### src/rtl/key_step_debouncer.sv
// Push-button front end: synchronizes an active-low key and a data switch, debounces the key,
// and emits a one-cycle step strobe (with optional auto-repeat) plus the data bit captured on it.
module key_step_debouncer #(
    parameter int DEBOUNCE_CYCLES = 500000,
    parameter int REPEAT_CYCLES   = 0,
    parameter int CNT_W           = 20
) (
    input  logic clk,
    input  logic aclr,
    input  logic key_n,
    input  logic w_in,
    output logic step,
    output logic w_out,
    output logic held
);

    localparam logic [1:0] IDLE     = 2'd0;
    localparam logic [1:0] PRESS_DB = 2'd1;
    localparam logic [1:0] HELD     = 2'd2;
    localparam logic [1:0] REL_DB   = 2'd3;

    // Thresholds are compared against the count before it increments, hence the -1.
    localparam logic [CNT_W-1:0] DB_LAST  = CNT_W'(DEBOUNCE_CYCLES - 1);
    localparam logic [CNT_W-1:0] REP_LAST = CNT_W'((REPEAT_CYCLES > 0) ? REPEAT_CYCLES - 1 : 0);
    localparam logic [CNT_W-1:0] CNT_ONE  = CNT_W'(1);

    logic [1:0] key_sync_reg;
    logic [1:0] w_sync_reg;
    logic       key_s;
    logic       w_s;

    generate
        for (genvar gi = 0; gi < 2; gi++) begin : g_sync
            if (gi == 0) begin : g_first
                always_ff @(posedge clk) begin
                    if (aclr) begin
                        key_sync_reg[gi] <= 1'b0;
                        w_sync_reg[gi]   <= 1'b0;
                    end else begin
                        key_sync_reg[gi] <= ~key_n;
                        w_sync_reg[gi]   <= w_in;
                    end
                end
            end else begin : g_rest
                always_ff @(posedge clk) begin
                    if (aclr) begin
                        key_sync_reg[gi] <= 1'b0;
                        w_sync_reg[gi]   <= 1'b0;
                    end else begin
                        key_sync_reg[gi] <= key_sync_reg[gi-1];
                        w_sync_reg[gi]   <= w_sync_reg[gi-1];
                    end
                end
            end
        end
    endgenerate

    assign key_s = key_sync_reg[1];
    assign w_s   = w_sync_reg[1];

    logic [1:0]       state_reg, state_next;
    logic [CNT_W-1:0] db_cnt_reg, db_cnt_next;
    logic [CNT_W-1:0] rep_cnt_reg, rep_cnt_next;
    logic             step_reg, step_next;
    logic             w_out_reg, w_out_next;

    always_comb begin
        state_next   = state_reg;
        db_cnt_next  = db_cnt_reg;
        rep_cnt_next = rep_cnt_reg;
        step_next    = 1'b0;
        w_out_next   = w_out_reg;
        case (state_reg)
            IDLE: begin
                if (key_s) begin
                    state_next  = PRESS_DB;
                    db_cnt_next = CNT_ONE;
                end
            end
            PRESS_DB: begin
                if (!key_s) begin
                    state_next  = IDLE;
                    db_cnt_next = '0;
                end else if (db_cnt_reg >= DB_LAST) begin
                    state_next   = HELD;
                    db_cnt_next  = '0;
                    rep_cnt_next = '0;
                    step_next    = 1'b1;
                    w_out_next   = w_s;
                end else begin
                    db_cnt_next = db_cnt_reg + CNT_ONE;
                end
            end
            HELD: begin
                if (!key_s) begin
                    state_next  = REL_DB;
                    db_cnt_next = CNT_ONE;
                end else if (REPEAT_CYCLES > 0) begin
                    if (rep_cnt_reg >= REP_LAST) begin
                        rep_cnt_next = '0;
                        step_next    = 1'b1;
                        w_out_next   = w_s;
                    end else begin
                        rep_cnt_next = rep_cnt_reg + CNT_ONE;
                    end
                end
            end
            REL_DB: begin
                // Repeat count stays frozen here so a short release glitch resumes the cadence.
                if (key_s) begin
                    state_next  = HELD;
                    db_cnt_next = '0;
                end else if (db_cnt_reg >= DB_LAST) begin
                    state_next  = IDLE;
                    db_cnt_next = '0;
                end else begin
                    db_cnt_next = db_cnt_reg + CNT_ONE;
                end
            end
            default: begin
                state_next   = IDLE;
                db_cnt_next  = '0;
                rep_cnt_next = '0;
            end
        endcase
    end

    always_ff @(posedge clk) begin
        if (aclr) begin
            state_reg   <= IDLE;
            db_cnt_reg  <= '0;
            rep_cnt_reg <= '0;
            step_reg    <= 1'b0;
            w_out_reg   <= 1'b0;
        end else begin
            state_reg   <= state_next;
            db_cnt_reg  <= db_cnt_next;
            rep_cnt_reg <= rep_cnt_next;
            step_reg    <= step_next;
            w_out_reg   <= w_out_next;
        end
    end

    assign step  = step_reg;
    assign w_out = w_out_reg;
    assign held  = (state_reg == HELD) || (state_reg == REL_DB);

endmodule

### config.mk
export PLATFORM = sky130hd
export DESIGN_NAME = key_step_debouncer
export DESIGN_NICKNAME = d
export VERILOG_FILES = /design/src/rtl/key_step_debouncer.sv
export SDC_FILE = /design/constraint.sdc
export NUM_CORES = 1
export LEC_CHECK = 0
export ABC_CLOCK_PERIOD_IN_PS = 1950
export CORE_MARGIN = 10
export CORE_UTILIZATION = 52
export DETAILED_ROUTE_END_ITERATION = 10
export PLACE_DENSITY = 0.84
export SYNTH_ARGS = -nofsm -noshare
export SYNTH_HDL_FRONTEND = slang
export SYNTH_SLANG_ARGS = --single-unit
### constraint.sdc
create_clock -name clk -period 1.95 [get_ports clk]
set_input_delay 0.2925 -clock clk [delete_from_list [all_inputs] [get_ports clk]]
set_output_delay 0.2925 -clock clk [all_outputs]
set_load 0.05 [all_outputs]
# After elaboration in Yosys (flattened, before gate mapping)
# Cells that the tools add are included.
# Widths: inputs -> output; s select.
# op_classes
n_addsub,1
multipliers,0
n_div,0
order_cmp,1
eq_ne,7
shift,0
mux,14
bitwise_logic,3
reduce_logical,6
# op_table
operator,n
$mux 20,5
$pmux 20 s4,1
$add 20x1->20 const B,1
$ge 20x19->1 const B,1
$mux 2,6
$pmux 2 s4,1
$ne 3x3->1 const B,2
$eq 2x2->1 const B,2
$ne 2x2->1 const B,2
$reduce_and 4->1,1
$not 1->1,3
$reduce_and 3->1,1
$reduce_or 3->1,1
$eq 2x1->1 const B,1
$logic_not 2->1,1
$reduce_and 2->1,1
$logic_or 1x1->1,1
$mux 1,1
# totals
ff_bits,28
latch_bits,0
ramBits,0
romBits,0
inputBits,4
elab_cells,40
memories,0

# Logic depth before layout (Yosys ltp)
# Gate-level depths: netlist (run 1).
# logic_depth
depth_word,4
ltp_mapped,8
mapped_depth_nobuf,6

# Worst setup path after synthesis (run 1)
# OpenSTA, ideal clock, no wires.
# synth_timing
kind,reg2reg
start,register db_cnt_reg[8]
end,register db_cnt_reg[15]
t_arrival_ps,1913
required_ps,1876
slack_ps,-37
path_stages_with_launch,9
period_less_slack_ps,1987
cell_sequence,dfxtp_1 -> buf_6 -> or4_1 -> and3_4 -> a2111oi_4 -> buf_6 -> buf_12 -> a31oi_1 -> a31oi_1
# synth_between
elab_chain_len,4
# synth_lines
element,line,text
from (decl),62,"logic [CNT_W-1:0] db_cnt_reg, db_cnt_next;"
from (signal assigned),137,db_cnt_reg <= db_cnt_next;
$add 20x1->20 or $ge 20x19->1 (tied branches),--,
$mux 20 *,"84, 113",
$mux 20 (on tied branches),"110, 81",
$pmux 20 s4 *,73,case (state_reg)
# Every way passes the cells marked *; elsewhere a longest branch is shown, timed or not.
# A chain may end at the register's enable or synchronous reset.

# Worst setup path in the final report (run 1)
# layout_timing
start,register db_cnt_reg[9]
end,register db_cnt_reg[9]
# The elaborated chain is that of the path after synthesis.

==> results of run 1 <==
## worst max-delay path, delay by kind of cell, from the launching register on
| kind | cells | cell delay, ns |
|---|---|---|
| AOI/OAI and AO/OA | 3 | 0.68 |
| DFF | 1 | 0.35 |
| buffers and inverters | 2 | 0.29 |
| and+or+nand+nor | 2 | 0.70 |
## layout make-up
| class | count | area [um2] | share of cell area [%] |
|---|---|---|---|
| clock buffers | 4 | 36.3 | 2.06 |
| well taps | 30 | 37.5 | 2.13 |
| flip-flops and latches | 28 | 566 | 32.1 |
| inverters | 4 | 15.0 | 0.853 |
| multi-input cells | 127 | 810 | 46.0 |
| repair buffers | 33 | 297 | 16.8 |
## Yosys cell counts (all sizes together) (2+ instances only)
cell type and count:
nand2b 2, nand3 12, buf 4, and2 3
a31oi 9, o21ai 5, nor3 7, nor2b 4
and3 3, nand3b 2, mux2i 2, nor2 13
a22o 3, inv 4, a21o 7, nand4 6
nand2 22, dfxtp 28, clkbuf 4, a21oi 11
a211oi 2
## power groups by stage
stage	Combinational [W]	Sequential [W]	Clock, W
after floorplan	0.0000258	0.000593	0
after global placement	0.0000451	0.000593	0
after detailed placement	0.0000477	0.000594	0
after CTS	0.0000483	0.000581	0.000294
after global routing	0.0000562	0.000583	0.000313
final	0.0000513	0.000581	0.000285
## metrics by stage
| step | setup TNS [ns] | cells |
|---|---|---|
| 3_5_place_dp | -0.0783 | 214 |
| 2_1_floorplan | 0 | 167 |
| 4_1_cts | -0.0691 | 221 |
| 3_3_place_gp | 0 | 214 |
| 5_1_grt | -1.69 | 226 |
| 6_report | -0.938 | 226 |
## worst max path at each step
stage	end	slack, ns	cells after the start
2_1_floorplan	db_cnt_reg[15]	0.02	8
3_3_place_gp	db_cnt_reg[11]	0.007	6
3_5_place_dp	db_cnt_reg[11]	-0.07	6
4_1_cts	db_cnt_reg[11]	-0.03	6
5_1_grt	db_cnt_reg[14]	-0.20	7
6_report	db_cnt_reg[9]	-0.14	7
## logic make-up after synthesis
family                   count (synthesis)  synth area share [%]
multiplexers                             2                  1.44
AO/OA/AOI/OAI                           43                  21.8
AND/OR/NAND/NOR                         80                  29.2
XOR/XNOR                                 1                 0.632
flip-flops                              28                  40.4
buffers and inverters                   12                  5.59
adder cells (fa/ha/maj)                  1                 0.902
## what timing repair did
action	CTS	global route
buffers inserted	2	3
gates cloned	1	2
gates resized for setup	3	23
pin swaps	1	16
endpoints found under the setup margin	4	19
## per-layer routing
metal	wire length (um)	track usage, %	part of all wire (%)
met1	1510	15.6	38
met2	2080	23.3	52
met3	286	4.13	7.2
met4	122	7.10	3.1
met5	0	0	0
==> flow_metrics.tcl, run 1 <==
set metrics [dict create \
    status "finished with violations" \
    failed_checks "setup timing" \
    port-buffer-count 6 \
    gpl.final_weighted_congestion 0.931 \
    hp-start "key_n" \
    count_of_different_cell_masters_after_synthesis 40 \
    drt-initial-drc-count 159 \
    switchingPower_w 0.000202 \
    relSlewSlack_pct 36.5 \
    power.leakage_nw 0.690 \
    grt_use_total_pct 13.9 \
    routed_via_density 6.21 \
    power-per-cell-area_nw_per_um2 521 \
    cp_arrival_ns 2.36 \
    sequential_share_of_power_pct 63.4 \
    wl_per_cell_um 17.7 \
    fmaxAchievable_mhz 478 \
    seq_area_frac_synth_pct 40.4 \
    final_core_util_pct 70.4 \
    yosys.area.top_type_share_pct 40.4 \
    n_fill_cell 176 \
    regToRegEndpoint "db_cnt_reg[9]" \
    clock_insertion_delay_worst_skew_ns 0.33 \
    final-hold-violation-count 0 \
    drt_wl_total_um 3990 \
    grt_first_pass_wirelength_um 6040 \
    fp.dieArea_um2 5130 \
    crit_start "db_cnt_reg[9]" \
    final_design_area_no_fill_um2 1760 \
    report.power.total_w 0.000917 \
    grt_antenna_before_repair 0 \
    route.detailed.drc 0 \
    route.antenna.remaining_nets 0 \
    largest_register_ff_count 20 \
    firstDrtPassIters 4 \
    cts_hold_buffers 0 \
    setup_slack_after_placement_ns -0.0700 \
    worstPathCellList "or4_1 -> and3_4 -> a2111oi_4 -> buf_6 -> buf_4 -> a21oi_1 -> o21ai_1" \
    synthArstFlopShare_pct 0 \
    clock_power_share_pct 31.0 \
    r2r_cells 7 \
    maximum_number_of_pins_on_one_net_before_global_route_repair 16 \
    synth_top_cells_by_area "dfxtp_1 (40%), nand2_1 (6.0%), nand3_1 (4.3%)" \
    max_root_sink_buffers 2 \
    dpl_cell_area_um2 1560 \
    core_area_um2 2500 \
    power.share.switching_pct 22.0 \
    post-route-min-period_ns 2.09 \
    post_synth_instance_area_um2 1390 \
    nNetsFinal 202 \
    mostFrequentLayoutCells "dfxtp_1 (24), nand2_1 (21), buf_4 (21)" \
    worst_hold_path.num_cells 2 \
    worstSetupStartpointType "flop" \
    clk_transition_reported_paths_ns 0.15 \
    cts.sink_count 28 \
    grt_overflow 0 \
    hold_slack_ns 0.459 \
    share_comb_of_total_power_pct 5.6 \
    critical-path-slowest-cell "or4_1" \
    die_w_um 71.6 \
    clock-root-buffer "clkbuf_4" \
    synth_largest_area_cell "dfxtp_1" \
    crit_path_max_fanout 4 \
    syn_nets 172 \
    diode_count 0 \
    synth_top_flop_cell "dfxtp_1" \
    r2r_slack_ns -0.14 \
    proportion_of_layout_cells_with_a_drive_suffix_above_1_pct 25.5 \
    site_rows 18 \
    area_growth_from_synthesis_to_layout_pct 27.0 \
    worst_pin_slew_ns 0.945 \
    max_cap_violations 0 \
    critPathCaptureType "flop" \
    worst_ir_drop_vdd_v 0.000541 \
    post_synth.cell_area_avg_um2 8.30 \
    ctsHtreeMaxLevel 1 \
    syn_inst 167 \
    grt_setup_unrepaired "true" \
    setup.worst_path.class "reg -> reg" \
    design.portCount 7 \
    worst_slack_ns -0.141 \
    fin_crit_sh_pct 107 \
    cts_tree "built" \
    slowest_delay_ns 0.52 \
    synth_enable_flop_cells 0 \
    report.final.setup_viol 11 \
    dpl.hpwl_um 2400 \
    die-height_um 71.6 \
    hp-class "in -> reg" \
    cts_inserted_buffers 3 \
    synth-seq-cells 28 \
    critPathRequiredTime_ns 2.22 \
    ys_warn_count 0 \
    number_of_global_route_vias_before_repair 1364 \
    vias 1403 \
    intPower_w 0.000715 \
    most_frequent_standard_cell_in_the_layout_excluding_fill_and_tap_cells "dfxtp_1" \
    fin_worst_skew_ns 0.0135 \
    timing.hold.worst_endpoint "key_sync_reg[0]" \
    reg2reg_from "db_cnt_reg[9]" \
    drv_slew 0 \
    floorplan.initialDensity_pct 55.5 \
]
Note: power is estimated with default switching activity, not from simulation.
==> inputs of run 2 (changes only) <==
CORE_UTILIZATION = 55   (was 52)
CTS_BUF_LIST = sky130_fd_sc_hd__clkbuf_4   (was unset)
PLACE_DENSITY = 0.88   (was 0.84)
SLEW_MARGIN = 15   (was unset)
==> run 2 against run 1 <==
  * The run still ends with setup timing left
  * Clock power fell by 18%
  * Largest power group unchanged
  * Total power fell by 5.5%
  * Final area fell by 6.1%
  * Via count fell by 2.1%
  * Global-route usage rose by 0.057 points
  * Sequential share of layout area rose by 1.9 points
==> flow_metrics.tcl, run 2 (synthesis results as in run 1) <==
set metrics [dict create \
    number_of_global_route_vias_before_repair 1312 \
    gpl.final_weighted_congestion 0.888 \
    core_area_um2 2430 \
    route.detailed.drc 0 \
    drt-initial-drc-count 221 \
    grt_overflow 0 \
    route.antenna.remaining_nets 0 \
    site_rows 18 \
    maximum_number_of_pins_on_one_net_before_global_route_repair 15 \
    report.final.setup_viol 10 \
    critPathCaptureType "flop" \
    diode_count 0 \
    grt_setup_unrepaired "true" \
    cts_inserted_buffers 3 \
    worst_pin_slew_ns 0.735 \
    die-height_um 70.2 \
    fp.dieArea_um2 4930 \
    intPower_w 0.000673 \
    fin_worst_skew_ns 0.0150 \
    clock-root-buffer "clkbuf_4" \
    floorplan.initialDensity_pct 57.0 \
    power-per-cell-area_nw_per_um2 524 \
    largest_register_ff_count 20 \
    die_w_um 70.2 \
    worst_ir_drop_vdd_v 0.000673 \
    final-hold-violation-count 0 \
    design.portCount 7 \
    critPathRequiredTime_ns 2.25 \
    area_growth_from_synthesis_to_layout_pct 19.2 \
    fmaxAchievable_mhz 496 \
    slowest_delay_ns 0.46 \
    critical-path-slowest-cell "a2111oi_4" \
    dpl_cell_area_um2 1540 \
    clock_insertion_delay_worst_skew_ns 0.33 \
    routed_via_density 6.22 \
    cts.sink_count 28 \
    switchingPower_w 0.000193 \
    fin_crit_sh_pct 103 \
    hp-class "reg -> reg" \
    power.share.switching_pct 22.3 \
    clock_power_share_pct 27.1 \
    failed_checks "setup timing" \
    final_core_util_pct 68.0 \
    relSlewSlack_pct 50.6 \
    nNetsFinal 198 \
    drt_wl_total_um 3640 \
    most_frequent_standard_cell_in_the_layout_excluding_fill_and_tap_cells "dfxtp_1" \
    grt_first_pass_wirelength_um 5840 \
    firstDrtPassIters 5 \
    wl_per_cell_um 16.5 \
    grt_antenna_before_repair 0 \
    share_comb_of_total_power_pct 5.8 \
    crit_path_max_fanout 6 \
    ctsHtreeMaxLevel 1 \
    cp_arrival_ns 2.31 \
    worst_slack_ns -0.0679 \
    vias 1374 \
    grt_use_total_pct 14.0 \
    mostFrequentLayoutCells "dfxtp_1 (27), nand2_1 (22), buf_4 (20)" \
    post-route-min-period_ns 2.02 \
    sequential_share_of_power_pct 67.1 \
    final_design_area_no_fill_um2 1650 \
    most_common_cell_on_crit_path "buf_4" \
    max_cap_violations 0 \
    dpl.hpwl_um 2440 \
    power.leakage_nw 0.631 \
    clk_transition_reported_paths_ns 0.15 \
    status "finished with violations" \
    drv_slew 0 \
    proportion_of_layout_cells_with_a_drive_suffix_above_1_pct 18.3 \
    setup.worst_path.class "reg -> reg" \
    worstSetupStartpointType "flop" \
    max_root_sink_buffers 2 \
    port-buffer-count 6 \
    cts_tree "built" \
    worstPathCellList "buf_4 -> nor3_1 -> o211ai_1 -> a2111oi_4 -> buf_6 -> buf_4 -> buf_4 -> a21o_1 -> a21o_1" \
    r2r_slack_ns -0.07 \
]
[run 2: cell count changes in the layout (fill, tap and decap cells not counted), moves of 2 or more]
cell	previous run	this run
dfxtp_1	24	27
buf_6	5	3
nand3_1	10	12
nand3_2	2	0
dfxtp_2	4	1
[run 2: cell type report]
class | count | area [um2]
fill | 202 | 779
multi-input combinational | 127 | 772
sequential | 28 | 562
timing repair buffer | 29 | 244
tap | 30 | 37.5
clock buffer | 3 | 22.5
inverter | 4 | 15.0
[run 2: power groups by stage]
stage | clock, W | combinational (W) | sequential (W)
global route | 0.000252 | 0.0000562 | 0.000582
finish | 0.000235 | 0.0000501 | 0.000581
CTS | 0.000238 | 0.0000478 | 0.000581
detailed placement | 0 | 0.0000474 | 0.000593
floorplan | 0 | 0.0000258 | 0.000593
global placement | 0 | 0.0000447 | 0.000593
[run 2: path summary, 6_finish.rpt]
check                start        endpoint  depth (start not counted)
max reg2reg  db_cnt_reg[9]  db_cnt_reg[17]                          9
min reg2reg  w_sync_reg[0]             w_s                          1
min          w_sync_reg[0]             w_s                          1
max          db_cnt_reg[9]  db_cnt_reg[17]                          9
[run 2: worst max-delay path, delay by kind of cell (launching register included)]
family,cells,cell delay (ns)
buffers and inverters,4,0.53
AO/OA/AOI/OAI,4,0.88
flip-flops,1,0.34
AND/OR/NAND/NOR,1,0.22
[run 2: metal layers]
metal | up-vias | routed length [um] | track usage (%) | part of all wire [%]
met3 | 15 | 293 | 3.53 | 8.1
met2 | 71 | 1800 | 24.6 | 49
met4 | 0 | 126 | 6.80 | 3.5
met1 | 635 | 1420 | 15.1 | 39
met5 | - | 0 | 0 | 0
li1 | 653 | - | - | -
[run 2: timing repair]
action / in CTS / in global routing
setup buffers: 3 / 2
gates resized for setup: 1 / 10
setup endpoints to repair: 4 / 20
gates cloned: 0 / 2
pin swaps: 0 / 6
hold buffers: 0 / 0
[run 2: metrics by stage]
| step | cells | hold WS, ns | TNS, ns | power, W | worst slack (ns) |
|---|---|---|---|---|---|
| after detailed placement | 211 | 0.431 | -0.130 | 0.000641 | -0.0481 |
| after floorplan | 167 | 0.359 | 0 | 0.000619 | 0.0163 |
| after global placement | 211 | 0.419 | 0 | 0.000638 | 0.0242 |
| after CTS | 217 | 0.459 | -0.0407 | 0.000867 | -0.0290 |
| after global routing | 221 | 0.462 | -1.43 | 0.000891 | -0.163 |
| final | 221 | 0.456 | -0.286 | 0.000867 | -0.0679 |
==> inputs of run 3 (changes only) <==
ABC_CLOCK_PERIOD_IN_PS = 2570   (was 1950)
PLACE_DENSITY = 0.85   (was 0.88)
clock period = 2.57 ns   (was 1.95 ns; I/O delays follow)
==> run 3 against run 2 <==
  * The flow now finishes without violations
  * Largest cell class unchanged
  * First-iteration DRC count fell by 47%
  * Global-route usage fell by 1.5 points
  * Fmax shrank 7.4%
  * Die area unchanged
  * Clock power shrank 24%
  * Hold slack hardly changed
  * Critical path type unchanged
  * Utilization shrank 7.4 points
  * Sequential share of layout area up 4.0 points
  * Highest routed layer unchanged
  * Via count shrank 11%
  * Largest power group unchanged
  * Clock skew shrank 0.0043 ns
  * Clock-buffer cell count unchanged
==> flow_metrics.tcl, run 3 (synthesis results as in run 1) <==
set metrics [dict create \
    status "completed" \
    crit_start "db_cnt_reg[0]" \
    route.antenna.remaining_nets 0 \
    port-buffer-count 6 \
    ctsHtreeMaxLevel 1 \
    mostFrequentLayoutCells "dfxtp_1 (28), nand2_1 (22), nor2_1 (13)" \
    crit_path_max_fanout 5 \
    setup.worst_path.class "reg -> reg" \
    n_fill_cell 215 \
    area_growth_from_synthesis_to_layout_pct 6.32 \
    power-per-cell-area_nw_per_um2 443 \
    max_root_sink_buffers 2 \
    non_filler_instance_count_after_layout 202 \
    clock-root-buffer "clkbuf_4" \
    worst_pin_slew_ns 0.607 \
    slowest_delay_ns 0.48 \
    worst_ir_drop_vdd_v 0.000575 \
    drt-initial-drc-count 118 \
    power.share.switching_pct 22.2 \
    report.power.total_w 0.000653 \
    share_comb_of_total_power_pct 5.0 \
    critPathCaptureType "flop" \
    fin_crit_sh_pct 84.8 \
    die-height_um 70.2 \
    fmaxAchievable_mhz 459 \
    hp-start "w_s" \
    nNetsFinal 179 \
    fin_worst_skew_ns 0.0107 \
    totalNegativeSetupSlack_ns 0 \
    largest_register_ff_count 20 \
    floorplan.initialDensity_pct 57.0 \
    fp.dieArea_um2 4930 \
    cts_inserted_buffers 3 \
    cts_tree "built" \
    die_w_um 70.2 \
    maximum_number_of_pins_on_one_net_before_global_route_repair 21 \
    switchingPower_w 0.000145 \
    final-hold-violation-count 0 \
    gpl.final_weighted_congestion 0.921 \
    seq_area_um2 561 \
    intPower_w 0.000508 \
    grt_use_total_pct 12.5 \
    site_rows 18 \
    post-route-min-period_ns 2.18 \
    relSlewSlack_pct 59.4 \
    reg2reg_from "db_cnt_reg[0]" \
    design.portCount 7 \
    sequential_share_of_power_pct 67.7 \
    route.detailed.drc 0 \
    power.leakage_nw 0.532 \
    vias 1226 \
    critical-path-slowest-cell "o211ai_1" \
    grt_overflow 0 \
    cts_repair_resize_count 0 \
    clock_insertion_delay_worst_skew_ns 0.33 \
    number_of_global_route_vias_before_repair 1141 \
    final_core_util_pct 60.6 \
    cts_post_setup_buffers_inserted 0 \
    grt_setup_unrepaired "false" \
    diode_count 0 \
    dpl_cells 199 \
    critPathRequiredTime_ns 2.84 \
    drt_wl_total_um 3050 \
    core_area_um2 2430 \
    worstPathCellList "ha_1 -> nand3_1 -> o211ai_1 -> nand2_1 -> a211oi_1 -> mux2i_1" \
    dpl.hpwl_um 2230 \
    cts_hold_buffers 0 \
    cts.sink_count 28 \
    firstDrtPassIters 4 \
    clk_transition_reported_paths_ns 0.14 \
    grt_first_pass_wirelength_um 5240 \
    report.final.setup_viol 0 \
    most_frequent_standard_cell_in_the_layout_excluding_fill_and_tap_cells "dfxtp_1" \
    routed_via_density 6.07 \
    max_cap_violations 0 \
    wl_per_cell_um 15.1 \
    clock_power_share_pct 27.3 \
    hp-class "reg -> reg" \
    grt_antenna_before_repair 0 \
    worstSetupStartpointType "flop" \
    drv_slew 0 \
    cp_arrival_ns 2.45 \
    proportion_of_layout_cells_with_a_drive_suffix_above_1_pct 6.40 \
    multi_input_comb_area_um2 748 \
    hold_slack_ns 0.456 \
]
[run 3: worst paths after layout]
kind | endpoint | slack [ns] | depth (start not counted)
max reg2reg | w_out | 0.39 | 6
max | w_out | 0.39 | 6
min reg2reg | w_out | 0.46 | 2
min | w_out | 0.46 | 2
[run 3: critical path, delay by kind of cell (launching register included)]
kind | cells | cell delay, ns
AND/OR/NAND/NOR | 2 | 0.37
flip-flops | 1 | 0.43
multiplexers | 1 | 0.23
AO/OA/AOI/OAI | 2 | 0.88
adder cells (fa/ha/maj) | 1 | 0.23
[run 3: area by class of cell]
cell class / count / area share (%)
Tap cell: 30 / 2.55
Multi-Input combinational cell: 127 / 50.8
Inverter: 4 / 1.02
Timing Repair Buffer: 10 / 6.11
Sequential cell: 28 / 38.0
Clock buffer: 3 / 1.53
[run 3: per-layer routing]
| metal | global-route usage (%) | vias to the layer above | wire [um] |
|---|---|---|---|
| li1 | - | 617 | - |
| met1 | 15.1 | 573 | 1370 |
| met2 | 21.2 | 32 | 1520 |
| met3 | 3.39 | 4 | 144 |
| met4 | 2.85 | 0 | 18 |
| met5 | 0 | - | 0 |
[run 3: metrics by stage]
| stage | setup WS (ns) | area [um2] |
|---|---|---|
| global route | 0.134 | 1470 |
| floorplan | 0.583 | 1390 |
| global placement | 0.478 | 1450 |
| CTS | 0.410 | 1470 |
| detailed placement | 0.434 | 1450 |
| finish | 0.390 | 1470 |
[run 3: power groups by stage]
stage,registers (W),logic (W),clock network (W)
floorplan,0.000450,0.0000195,0
global placement,0.000451,0.0000308,0
detailed placement,0.000451,0.0000322,0
CTS,0.000442,0.0000325,0.000177
global route,0.000443,0.0000366,0.000197
finish,0.000442,0.0000329,0.000178
